### src/rtl/alu_pkg.sv
`default_nettype none
// +----------------------------------------------------------------------+
// | Module   : alu_pkg                                                   |
// | Purpose  : Shared types for the sequential ALU: opcode encoding,     |
// |            controller state encoding and the result flag bundle.     |
// | Ports    : none (package)                                            |
// | Revision : 1.0  initial release                                      |
// +----------------------------------------------------------------------+
package alu_pkg;

  localparam int OP_W = 3;

  typedef enum logic [OP_W-1:0] {
    OP_ADD  = 3'd0,
    OP_SUB  = 3'd1,
    OP_AND  = 3'd2,
    OP_OR   = 3'd3,
    OP_XOR  = 3'd4,
    OP_ADDC = 3'd5,
    OP_MUL  = 3'd6,
    OP_RSVD = 3'd7
  } op_e;

  typedef enum logic [1:0] {
    ST_IDLE = 2'd0,
    ST_MUL  = 2'd1,
    ST_WAIT = 2'd2
  } state_e;

  typedef struct packed {
    logic c;
    logic z;
    logic v;
    logic n;
  } flags_t;

endpackage
`default_nettype wire

### src/rtl/full_adder.sv
`default_nettype none
// +----------------------------------------------------------------------+
// | Module   : full_adder                                                |
// | Purpose  : One-bit full adder.                                       |
// | Ports    : a, b, ci (in) operand bits and carry-in                   |
// |            s, co    (out) sum bit and carry-out                      |
// | Revision : 1.0  initial release                                      |
// +----------------------------------------------------------------------+
module full_adder (
  input  logic a,
  input  logic b,
  input  logic ci,
  output logic s,
  output logic co
);

  assign s  = a ^ b ^ ci;
  assign co = (a & b) | (ci & (a ^ b));

endmodule
`default_nettype wire

### src/rtl/rca_n.sv
`default_nettype none
// +----------------------------------------------------------------------+
// | Module   : rca_n                                                     |
// | Purpose  : WIDTH-bit ripple-carry adder built from full_adder cells. |
// | Ports    : a, b [WIDTH] (in) operands; ci (in) carry-in              |
// |            s [WIDTH] (out) sum;        co (out) carry-out            |
// | Revision : 1.0  initial release                                      |
// +----------------------------------------------------------------------+
module rca_n #(
  parameter int WIDTH = 8
) (
  input  logic [WIDTH-1:0] a,
  input  logic [WIDTH-1:0] b,
  input  logic             ci,
  output logic [WIDTH-1:0] s,
  output logic             co
);

  logic [WIDTH:0] w_carry;

  assign w_carry[0] = ci;

  generate
    for (genvar i = 0; i < WIDTH; i++) begin : g_bit
      full_adder u_fa (
        .a  (a[i]),
        .b  (b[i]),
        .ci (w_carry[i]),
        .s  (s[i]),
        .co (w_carry[i+1])
      );
    end
  endgenerate

  assign co = w_carry[WIDTH];

endmodule
`default_nettype wire

### src/rtl/alu_seq.sv
`default_nettype none
// +----------------------------------------------------------------------+
// | Module   : alu_seq                                                   |
// | Purpose  : Registered ALU with stored carry, shift-add multiplier    |
// |            and valid/ready handshakes on input and output.           |
// | Ports    : clk, rst (in)          clock, sync active-high reset      |
// |            in_valid/in_ready      operation handshake                |
// |            op [3], a, b [WIDTH]   opcode and operands                |
// |            out_valid/out_ready    result handshake                   |
// |            r [WIDTH], c, z, v, n  registered result and flags        |
// | Revision : 1.0  initial release                                      |
// +----------------------------------------------------------------------+
module alu_seq
  import alu_pkg::*;
#(
  parameter int WIDTH = 8
) (
  input  logic             clk,
  input  logic             rst,
  input  logic             in_valid,
  output logic             in_ready,
  input  logic [OP_W-1:0]  op,
  input  logic [WIDTH-1:0] a,
  input  logic [WIDTH-1:0] b,
  output logic             out_valid,
  input  logic             out_ready,
  output logic [WIDTH-1:0] r,
  output logic             c,
  output logic             z,
  output logic             v,
  output logic             n
);

  localparam int                CNT_W     = $clog2(WIDTH);
  localparam logic [CNT_W-1:0]  LAST_ITER = CNT_W'(WIDTH - 1);

  state_e             state_q,     state_d;
  logic               out_valid_q, out_valid_d;
  logic [WIDTH-1:0]   r_q,         r_d;
  flags_t             flags_q,     flags_d;
  logic               carry_q,     carry_d;
  logic [WIDTH-1:0]   mcand_q,     mcand_d;
  logic [WIDTH-1:0]   mplier_q,    mplier_d;
  logic [2*WIDTH-1:0] acc_q,       acc_d;
  logic [CNT_W-1:0]   cnt_q,       cnt_d;

  op_e              w_op;
  logic [WIDTH-1:0] w_add_a, w_add_b, w_add_s;
  logic             w_add_ci, w_add_co;
  logic [WIDTH-1:0] w_alu_r;
  logic             w_alu_c, w_alu_v;
  logic             w_out_free, w_accept, w_load;

  assign w_op       = op_e'(op);
  assign w_out_free = !out_valid_q || out_ready;
  assign in_ready   = (state_q == ST_IDLE) && w_out_free;
  assign w_accept   = in_valid && in_ready;

  // The single adder is shared. While multiplying, the product is built
  // with a right-shifting accumulator: the multiplicand is added into the
  // upper half and the whole accumulator (with carry-out) shifts right,
  // which is equivalent to shifting the multiplicand left each step but
  // needs only a WIDTH-bit adder.
  always_comb begin
    if (state_q == ST_MUL) begin
      w_add_a  = acc_q[2*WIDTH-1:WIDTH];
      w_add_b  = mplier_q[0] ? mcand_q : '0;
      w_add_ci = 1'b0;
    end else begin
      w_add_a  = a;
      w_add_b  = (w_op == OP_SUB) ? ~b : b;
      w_add_ci = (w_op == OP_SUB) | ((w_op == OP_ADDC) & carry_q);
    end
  end

  rca_n #(.WIDTH(WIDTH)) u_rca (
    .a  (w_add_a),
    .b  (w_add_b),
    .ci (w_add_ci),
    .s  (w_add_s),
    .co (w_add_co)
  );

  // Single-cycle result for the presented opcode; MUL and reserved give 0.
  always_comb begin
    w_alu_r = '0;
    w_alu_c = 1'b0;
    w_alu_v = 1'b0;
    case (w_op)
      OP_ADD, OP_SUB, OP_ADDC: begin
        w_alu_r = w_add_s;
        w_alu_c = w_add_co;
        // Overflow judged on the operand actually fed to the adder.
        w_alu_v = (w_add_a[WIDTH-1] == w_add_b[WIDTH-1]) &&
                  (w_add_s[WIDTH-1] != w_add_a[WIDTH-1]);
      end
      OP_AND:  w_alu_r = a & b;
      OP_OR:   w_alu_r = a | b;
      OP_XOR:  w_alu_r = a ^ b;
      default: w_alu_r = '0;
    endcase
  end

  always_comb begin
    state_d  = state_q;
    r_d      = r_q;
    flags_d  = flags_q;
    carry_d  = carry_q;
    mcand_d  = mcand_q;
    mplier_d = mplier_q;
    acc_d    = acc_q;
    cnt_d    = cnt_q;
    w_load   = 1'b0;

    case (state_q)
      ST_IDLE: begin
        if (w_accept) begin
          if (w_op == OP_MUL) begin
            mcand_d  = a;
            mplier_d = b;
            acc_d    = '0;
            cnt_d    = '0;
            state_d  = ST_MUL;
          end else begin
            w_load    = 1'b1;
            r_d       = w_alu_r;
            flags_d.c = w_alu_c;
            flags_d.z = (w_alu_r == '0);
            flags_d.v = w_alu_v;
            flags_d.n = w_alu_r[WIDTH-1];
            carry_d   = w_alu_c;
          end
        end
      end
      ST_MUL: begin
        acc_d    = {w_add_co, w_add_s, acc_q[WIDTH-1:1]};
        mplier_d = mplier_q >> 1;
        cnt_d    = cnt_q + CNT_W'(1);
        if (cnt_q == LAST_ITER) begin
          state_d = ST_WAIT;
        end
      end
      ST_WAIT: begin
        if (w_out_free) begin
          w_load    = 1'b1;
          r_d       = acc_q[WIDTH-1:0];
          flags_d.c = |acc_q[2*WIDTH-1:WIDTH];
          flags_d.z = (acc_q[WIDTH-1:0] == '0);
          flags_d.v = |acc_q[2*WIDTH-1:WIDTH];
          flags_d.n = acc_q[WIDTH-1];
          carry_d   = 1'b0;
          state_d   = ST_IDLE;
        end
      end
      default: state_d = ST_IDLE;
    endcase

    // A load wins over a consume in the same cycle.
    if (w_load) begin
      out_valid_d = 1'b1;
    end else if (out_ready) begin
      out_valid_d = 1'b0;
    end else begin
      out_valid_d = out_valid_q;
    end
  end

  always_ff @(posedge clk) begin
    if (rst) begin
      state_q     <= ST_IDLE;
      out_valid_q <= 1'b0;
      r_q         <= '0;
      flags_q     <= '0;
      carry_q     <= 1'b0;
      mcand_q     <= '0;
      mplier_q    <= '0;
      acc_q       <= '0;
      cnt_q       <= '0;
    end else begin
      state_q     <= state_d;
      out_valid_q <= out_valid_d;
      r_q         <= r_d;
      flags_q     <= flags_d;
      carry_q     <= carry_d;
      mcand_q     <= mcand_d;
      mplier_q    <= mplier_d;
      acc_q       <= acc_d;
      cnt_q       <= cnt_d;
    end
  end

  assign out_valid = out_valid_q;
  assign r         = r_q;
  assign c         = flags_q.c;
  assign z         = flags_q.z;
  assign v         = flags_q.v;
  assign n         = flags_q.n;

endmodule
`default_nettype wire

### config.mk
export PLATFORM = sky130hd
export DESIGN_NAME = alu_seq
export DESIGN_NICKNAME = d
export VERILOG_FILES = /design/src/rtl/alu_pkg.sv /design/src/rtl/full_adder.sv /design/src/rtl/rca_n.sv /design/src/rtl/alu_seq.sv
export SDC_FILE = /design/constraint.sdc
export NUM_CORES = 1
export LEC_CHECK = 0
export CORE_MARGIN = 10
export CORE_UTILIZATION = 29
export DETAILED_ROUTE_END_ITERATION = 12
export GPL_ROUTABILITY_DRIVEN = 0
export MAX_ROUTING_LAYER = met4
export PLACE_DENSITY = 0.44
export SLEW_MARGIN = 20
export SYNTH_ARGS = -nofsm -noshare
export SYNTH_HDL_FRONTEND = slang
export SYNTH_HIERARCHICAL = 1
export SYNTH_SLANG_ARGS = --single-unit
### constraint.sdc
create_clock -name clk -period 8.1 [get_ports clk]
set_input_delay 1.62 -clock clk [delete_from_list [all_inputs] [get_ports clk]]
set_output_delay 1.62 -clock clk [all_outputs]
set_load 0.02 [all_outputs]
=== After elaboration in Yosys (flattened, before gate mapping) ===
Index checks and enable logic that the tools add are counted.

* Output and inout port bits: 14
* Register bits: 51

* Add/subtract/negate cells: 1
* Mux-type cells: 40
* Reduce and logical (&&, ||, !) cells: 18
* Bitwise operators: 46
* Equal/unequal tests: 16

{| class="wikitable"
|+ Operator list
! cell !! count
|-
| two-way mux 8 bit || 9
|-
| two-way mux 16 bit || 2
|-
| one-hot mux 16 bit (2 select lines) || 1
|-
| one-hot mux 8 bit (2 select lines) || 2
|-
| one-hot mux 8 bit (4 select lines) || 1
|-
| AND 1 bit || 17
|-
| zero test 8 bit || 2
|-
| XOR 1 bit || 16
|-
| == test 3 bit (second input constant) || 4
|-
| two-way mux 4 bit || 3
|-
| two-way mux 1 bit || 11
|-
| OR 1 bit || 9
|-
| AND 8 bit || 1
|-
| two-way mux 2 bit || 4
|-
| NOT 8 bit || 1
|-
| OR 8 bit || 1
|-
| one-hot mux 4 bit (2 select lines) || 1
|-
| AND reduction 4 bit || 2
|-
| OR reduction 8 bit || 1
|-
| XOR 8 bit || 1
|-
| == test 3 x 2 -> 1 bit (second input constant) || 2
|-
| two-way mux 3 bit || 2
|-
| inequality test 2 bit (second input constant) || 3
|-
| one-hot mux 2 bit (3 select lines) || 1
|-
| 17 further kinds || 24
|}

=== Depth between registers and ports, before layout ===
* Depth in word-level cells: 25
* Gate-level depth with buffers: 19

=== Modules after synthesis ===
The synthesis kept the hierarchy.

{| class="wikitable"
|+ Modules (own cells, without submodules)
! module !! area an instance (um^2) !! cells an instance !! instances
|-
| alu_seq || 3091.7 || 401 || 1
|-
| full_adder || 20.0 || 1 || 8
|}

=== Worst setup path before layout ===
OpenSTA, ideal clock, no wires.

* Path kind: input to register
* From: in op[2]
* To: reg r_q[7], in the netlist r[7]
* Stages on the path: 18
* Arrival: 6191 ps
* Required time: 7968 ps
* Setup slack: 1776 ps
* Cell sequence: buf_2 -> nor3b_2 -> buf_6 -> xnor2_1 -> o21ai_0 -> fa_1 -> fa_1 -> fa_1 -> fa_1 -> fa_1 -> fa_1 -> fa_1 -> fa_1 -> nor3b_1 -> a211oi_1 -> o211ai_1 -> o211ai_1 -> a21oi_1

* Cells in the longest elaborated chain, start to end: 23
* Elaborated cells between the ends (all ways): 49

{| class="wikitable"
|+ Ends and longest elaborated chain
! element !! RTL line !! RTL
|-
| from (decl) || alu_seq.sv:22 || <nowiki>input logic [OP_W-1:0] op,</nowiki>
|-
| == test 3 x 1 -> 1 bit (*) || alu_seq.sv:71 || <nowiki>w_add_b = (w_op == OP_SUB) ? ~b : b;</nowiki>
|-
| two-way mux 8 bit (*) || alu_seq.sv:71 ||
|-
| two-way mux 8 bit (*) || alu_seq.sv:65 || <nowiki>if (state_q == ST_MUL) begin</nowiki>
|-
| net w_add_b[0] || alu_seq.sv:48 || <nowiki>logic [WIDTH-1:0] w_add_a, w_add_b, w_add_s;</nowiki>
|-
| XOR 1 bit || full_adder.sv:18 || <nowiki>assign co = (a & b) | (ci & (a ^ b));</nowiki>
|-
| AND 1 bit || full_adder.sv:18 ||
|-
| OR 1 bit (*) || full_adder.sv:18 ||
|-
| net u_rca.w_carry[1] || rca_n.sv:19 || <nowiki>logic [WIDTH:0] w_carry;</nowiki>
|-
| (+2 left out) || - ||
|-
| net u_rca.w_carry[2] || rca_n.sv:19 ||
|-
| (+2 left out) || - ||
|-
| net u_rca.w_carry[3] || rca_n.sv:19 ||
|-
| (+2 left out) || - ||
|-
| net u_rca.w_carry[4] || rca_n.sv:19 ||
|-
| (+2 left out) || - ||
|-
| net u_rca.w_carry[5] || rca_n.sv:19 ||
|-
| (+2 left out) || - ||
|-
| net u_rca.w_carry[6] || rca_n.sv:19 ||
|-
| (+1 left out) || - ||
|-
| OR 1 bit (*) || full_adder.sv:18 ||
|-
| net u_rca.w_carry[7] || rca_n.sv:19 ||
|-
| XOR 1 bit (*) || full_adder.sv:17 || <nowiki>assign s = a ^ b ^ ci;</nowiki>
|-
| net w_add_s[7] || alu_seq.sv:48 ||
|-
| one-hot mux 8 bit (4 select lines) (*) || alu_seq.sv:89 || <nowiki>case (w_op)</nowiki>
|-
| two-way mux 8 bit (*) || alu_seq.sv:118 || <nowiki>if (w_op == OP_MUL) begin</nowiki>
|-
| two-way mux 8 bit (*) || alu_seq.sv:117 || <nowiki>if (w_accept) begin</nowiki>
|-
| one-hot mux 8 bit (2 select lines) (*) || alu_seq.sv:115 || <nowiki>case (state_q)</nowiki>
|-
| to (signal assigned) || alu_seq.sv:182 || <nowiki>r_q <= r_d;</nowiki>
|-
| to (decl) || alu_seq.sv:39 || <nowiki>logic [WIDTH-1:0] r_q, r_d;</nowiki>
|}

Mark *: on every way through the listed nets, which the timed path passes. The rest lies on a longest branch. The select of a mux whose other input is x is not followed.
A chain may end at the register's enable or synchronous reset.

=== Worst setup path in the final report ===
* From: in op[0]
* To: reg r_q[7], in the netlist r[7]

The elaborated chain is that of the path after synthesis.

==> reports/summary.json <==
{
  "final_layout": {
    "post_route_cells_drive_above_1_share": 0.0592,
    "syn_to_final_growth_pct": 14.7,
    "num-nets-final": 470,
    "number_of_antenna_cells_inserted": 0
  },
  "hold_path": {
    "worst_hold_path.endpoint": "r[6]",
    "holdPathStages": 2,
    "worst_hold_startpoint": "r[6]",
    "hp-class": "reg2reg"
  },
  "detailed_routing": {
    "ant_nets": 0,
    "detailroute.via_count": 2878,
    "count_of_routing_violations_after_the_opening_detailed_route_iteration": 181,
    "remaining_routing_drc_violations": 0,
    "post_drt_wl_per_cell_um": 16.9,
    "drt_wl_total_um": 9490,
    "vias_per_cell": 5.12,
    "first_pass_iters": 4
  },
  "clock_network": {
    "postCtsResizedCells": 0,
    "clkSinkCount": 50,
    "clock_insertion_delay_worst_skew_ps": 310,
    "clock_tree.buffer_depth": 2,
    "path_clk_slew_ps": 100,
    "cts-hold-fix-buffers": 0,
    "ctsRootBufferMaster": "clkbuf_8",
    "cts-buffers-inserted": 5,
    "tritoncts_clock_tree": "yes",
    "ctsHtreeMaxLevel": 2,
    "post-cts-setup-buffers": 0
  },
  "sta": {
    "max_slew.worst_pin.slew_ps": 1000,
    "rsz0062_at_grt": "no",
    "hold_viol": 0,
    "totalNegativeSetupSlack_ps": 0,
    "finalMaxSlewViolations": 0,
    "slew_hr": 0.330,
    "final_critical_path_setup_slack_ps": 1350,
    "setup_viol": 0,
    "clock.fmax_mhz": 148,
    "post-route-min-period_ps": 6750,
    "layout_worst_path_cycle_share": 0.834,
    "worst_clock_skew_ps": 10.3
  },
  "global_route": {
    "maximum_number_of_pins_on_one_net_before_global_route_repair": 51,
    "gr-total-overflow": 0,
    "antenna_found_initial": 0,
    "first_global_vias": 2949,
    "grtUsageTotal": 0.123,
    "global_route_wire_length_before_repair_um": 15900
  },
  "setup_path": {
    "r2r_cells": 15,
    "critPathKind": "in2reg",
    "cp-start-kind": "primary input",
    "crit_top_cell": "fa_1",
    "r2r_setup_slack_ps": 2120,
    "worst-endpoint-required_ps": 8250,
    "worst_path_largest_cell_delay_ps": 530,
    "regToRegEndpoint": "r[7]",
    "cp_cell_sequence": "clkdlybuf4s50_1 -> nor3b_2 -> buf_4 -> xnor2_1 -> o21ai_0 -> fa_1 -> fa_1 -> fa_1 -> fa_1 -> fa_1 -> fa_1 -> fa_1 -> fa_1 -> nor3b_1 -> a211oi_1 -> o211ai_1 -> o211ai_1 -> a21oi_1",
    "regToRegStartpoint": "state_q[0]",
    "crit_arrival_ps": 6910,
    "end_kind": "flip-flop",
    "timing.critical_path.fanout_max": 8,
    "critPathSlowestCell": "fa_1"
  },
  "yosys": {
    "most_instantiated_cells_after_synthesis": "67 x nand2_1, 50 x dfxtp_1, 41 x a21oi_1",
    "yosysMostFrequentCell": "nand2_1",
    "synthFlopType": "dfxtp_1",
    "synth-warning-count": 6,
    "post_synth_inst_count": 409,
    "netlist_top_cells_area": "dfxtp_1 31%, nand2_1 7.7%, ha_1 6.9%",
    "synth.cell_area_um2": 3250,
    "synth_top_area_frac": 0.308,
    "mappedNetlistNets": 458,
    "post_synthesis_sequential_area_ratio": 0.308,
    "netlist.top_cell.by_area": "dfxtp_1",
    "synth_async_reset_ratio": 0,
    "synth.distinct_cells": 49,
    "synth-edff-count": 0,
    "synth.ff_latch_count": 50,
    "mean_instance_size_in_the_synthesized_netlist_um2": 7.95
  },
  "placement": {
    "port_buffer_cells": 36,
    "detailed_place_hpwl_um": 6920,
    "post-place-ws_ps": 995
  },
  "outcome": {
    "run_status": "finished clean"
  },
  "die": {
    "floorplan.initialDensity": 0.299,
    "core_area_um2": 10900,
    "die_ar_um2": 15800,
    "placementRows": 38,
    "design.portCount": 37,
    "chipHeight_um": 126,
    "die_w_um": 126
  },
  "pwr": {
    "powerDensity_nw_per_um2": 156,
    "ir_worst_vdd_mv": 0.0651,
    "p_leak_nw": 1.34
  },
  "flow_run": {
    "maxCapViolations": 0
  }
}
worst max path at each step:
| stage | cells after the start | end | from |
|---|---|---|---|
| final | 18 | r[7] | op[0] |
| after global routing | 18 | r[7] | op[0] |
| after CTS | 18 | r[7] | op[0] |
| after detailed placement | 18 | r[7] | op[0] |
| after global placement | 18 | r[7] | op[0] |
| after floorplan | 18 | r[7] | op[2] |
power breakdown:
group          switching (mW)  total, mW  internal, mW
Combinational          0.0879      0.156        0.0683
Clock                  0.0940      0.165        0.0706
Sequential            0.00673      0.262         0.256
Total                   0.189      0.583         0.395
metal layers:
metal	global-route usage	wire length, um	up-vias
li1	-	-	1451
met1	0.167	4800	1368
met2	0.185	4270	52
met3	0.0239	346	7
met4	0.0248	74	0
met5	-	0	-
critical path, delay by kind of cell:
kind	cells	cell delay, ps
AO/OA/AOI/OAI	5	770
XOR/XNOR	1	130
adder cells (fa/ha/maj)	8	3370
buffers and inverters	2	700
AND/OR/NAND/NOR	2	330
sequential cells by signal, indices dropped and copies added, names as in the netlist:
register   cells
z              1
acc_q         16
mcand_q        8
r              8
v              1
mplier_q       8
cnt_q          3
out_valid      1
state_q        2
carry_q        1
c              1
placed cells by master (no fill, tap or decap), drive strengths merged, types with 2 or more instances in the layout:
cell           Yosys  layout
nor4bb             6       6
nor2b              5       5
buf               23       7
dfxtp             50      50
nand2b             5       5
fa                 8       8
a211oi             4       4
or4                4       4
inv               24      25
a221o              2       2
and3               2       2
a41oi              2       2
nand3             29      29
nand2             68      68
o21ai             21      21
nor2              16      16
or3                2       2
clkdlybuf4s50      0      35
nor3b              7       7
a211o              5       5
mux2i              2       2
xnor2              8       8
a311oi             7       7
a21oi             42      42
ha                18      18
clkbuf            14       6
nor4               4       4
nor3               3       3
a22oi              8       8
o221ai             2       2
o211ai             8       8
metrics by stage:
stage,utilization,instances,hold WS [ps],total power [mW],instance area (um^2)
floorplan,-,409,436,0.370,3250
CTS,0.342,562,461,0.592,3730
global route,0.342,562,485,0.623,3730
detailed placement,0.333,554,446,0.426,3630
finish,0.342,562,455,0.583,3730
global placement,0.333,554,439,0.426,3630
cell families after synthesis:
group,count (synthesis),synth area share
and+or+nand+nor,154,0.242
AOI/OAI and AO/OA,108,0.213
buffers and inverters,61,0.0908
DFF,50,0.308
adders and majority gates,26,0.119
xor gates and xnor gates,8,0.0215
muxes,2,0.00616
final cells by class:
cell class	instances	area [um^2]
Clock buffer	6	82.6
Multi-Input combinational cell	298	1960
Sequential cell	50	1000
Inverter	24	90.1
Clock inverter	2	16.3
Tap cell	140	175
Fill cell	1166	7160
Timing Repair Buffer	42	400
Power figures use the tool's default switching activity.
==> variant (same settings) <==
`WIDTH` is set to 8 in 2 places; all go to 16.
--- a/src/rtl/rca_n.sv
+++ b/src/rtl/rca_n.sv
@@ -7,7 +7,7 @@
 // | Revision : 1.0  initial release                                      |
 // +----------------------------------------------------------------------+
 module rca_n #(
-  parameter int WIDTH = 8
+  parameter int WIDTH = 16
 ) (
   input  logic [WIDTH-1:0] a,
   input  logic [WIDTH-1:0] b,
--- a/src/rtl/alu_seq.sv
+++ b/src/rtl/alu_seq.sv
@@ -13,7 +13,7 @@
 module alu_seq
   import alu_pkg::*;
 #(
-  parameter int WIDTH = 8
+  parameter int WIDTH = 16
 ) (
   input  logic             clk,
   input  logic             rst,
Ports: changed (resized a, b and r); port bits go from 37 to 61. No check against the original RTL was run, so the function may have changed too.
==> variant against the unedited design <==
The flow now finishes with violations (negative setup slack). Worst setup slack worse by 1.8 ns. Total power is 120% higher. Area after synthesis is 74% higher. Sequential cell count is 41 higher. Sequential power is 81% higher. Wire length is 110% higher. Cell area is 88% higher. Critical endpoint is now v.
==> variant: results (changes against the unedited design) <==
Status
  – Status: finished with violations (was completed)
  – Failing checks: negative setup slack

Global routing
  – GRT Resource Usage Total: 15.88% (was 12.31%)
  – First-pass GRT wire length: 31580 µm (was 15860 µm)
  – Vias in the first global route: 5345 (was 2949)

Setup path
  – Slowest cell on the critical path: fa_2 (was fa_1)
  – CP peak stage delay: 0.58 ns (was 0.53 ns)
  – Worst path arrival time: 8.87 ns (was 6.91 ns)
  – R2R setup slack: 0.47 ns (was 2.12 ns)
  – Crit-path max FO: 3 (was 8)

Timing
  – Clock Skew: 0.007282 ns (was 0.01030 ns)
  – Worst hold slack: 0.4504 ns (was 0.4554 ns)
  – Slew at the pin with the worst max-slew slack: 1.024 ns (was 1.005 ns)
  – Setup ws final: -0.4868 ns (was 1.346 ns)
  – Setup TNS: -1.609 ns (was 0 ns)
  – Final setup viols: 5 (was 0)

Detailed routing
  – First drt pass iteration count: 5 (was 4)
  – Total number of vias: 5359 (was 2878)
  – Drt wl/cell: 18.76 µm (was 16.88 µm)
  – Initial DRC count: 395 (was 181)

Cells and area
  – Final Non-Filler Cells: 1047 (was 562)
  – Finished layout cell area: 0.006993 mm² (was 0.003729 mm²)
  – Max FFs per register: 32 (was 16)
  – Fillers: 1981 (was 1166)
  – Layout cells sized above 1: 11.13% (was 5.924%)

Clock network
  – CTS root buffer: clkbuf_16 (was clkbuf_8)
  – H-tree depth: 3 (was 2)
  – Clock Latency Late Sink: 0.36 ns (was 0.31 ns)
  – Total CTS buffers: 9 (was 5)

Placement
  – Pre-CTS WS: -1.186 ns (was 0.9954 ns)
  – Placed inst area: 0.006594 mm² (was 0.003630 mm²)

Yosys
  – Syn Inst Count: 735 (was 409)
  – Dominant cells by area after synthesis: dfxtp_1 (32%), nand2_1 (9.1%), ha_1 (7.3%), a21oi_1 (6.6%), fa_1 (5.7%) (was dfxtp_1 (31%), nand2_1 (7.7%), ha_1 (6.9%), a21oi_1 (6.3%), fa_1 (4.9%))
  – Yosys cell types: 54 (was 49)
  – Syn_nets: 823 (was 458)
  – Register area share after synthesis: 32.15% (was 30.78%)
  – Most frequent cells after synthesis: nand2_1 (138), dfxtp_1 (91), a21oi_1 (75) (was nand2_1 (67), dfxtp_1 (50), a21oi_1 (41))

Power and ir drop
  – Maximum vdd ir drop: 120.7 µV (was 65.08 µV)
-- variant: cell families (layout without fill, tap and decap cells) --
family	after synthesis	in the layout	synth area share, %
and+or+nand+nor	279	279	22.72
muxes	3	3	0.5299
adders and majority gates	49	49	12.94
AOI/OAI and AO/OA	189	189	20.98
xor gates and xnor gates	18	18	2.782
DFF	91	91	32.15
buffers and inverters	106	153	7.905
-- variant: path summary, 6_finish.rpt --
path                                  from  endpoint  cells past startpoint
worst min register to register        r[6]      r[6]                      2
worst min-delay path                  r[6]      r[6]                      2
worst max-delay path                 op[1]         v                     25
worst max register to register  state_q[0]         v                     22
-- variant: per-layer routing --
layer	GRT usage (%)	wire length [µm]
met1	20.88	9266
met2	24.38	9140
met3	2.159	749
met4	5.927	484
met5	-	0
-- variant: power breakdown --
group	internal, mW	switching [mW]
Sequential	0.464	0.0104
Combinational	0.138	0.176
Clock	0.282	0.196
-- variant: what timing repair did --
item | in CTS | in global routing
gates resized for setup | 27 | 4
setup buffers | 2 | 1
endpoints found under the setup margin | 9 | 8
pin swaps | 4 | 2
hold buffers | 0 | 0
cloned | 0 | 0
-- variant: cell type report --
class,instances,area share [%]
inverters,44,2.362
clock inverters,6,1.360
repair buffers,93,12.15
multi-input cells,538,49.92
well taps,265,4.741
clock buffers,10,3.417
flip-flops and latches,91,26.05
-- variant: critical path, delay by kind of cell --
kind | cells | cell delay [ns]
buf+inv | 3 | 0.35
fa+ha+maj | 16 | 5.98
simple gates | 3 | 0.55
xor+xnor | 1 | 0.11
compound gates | 2 | 0.23
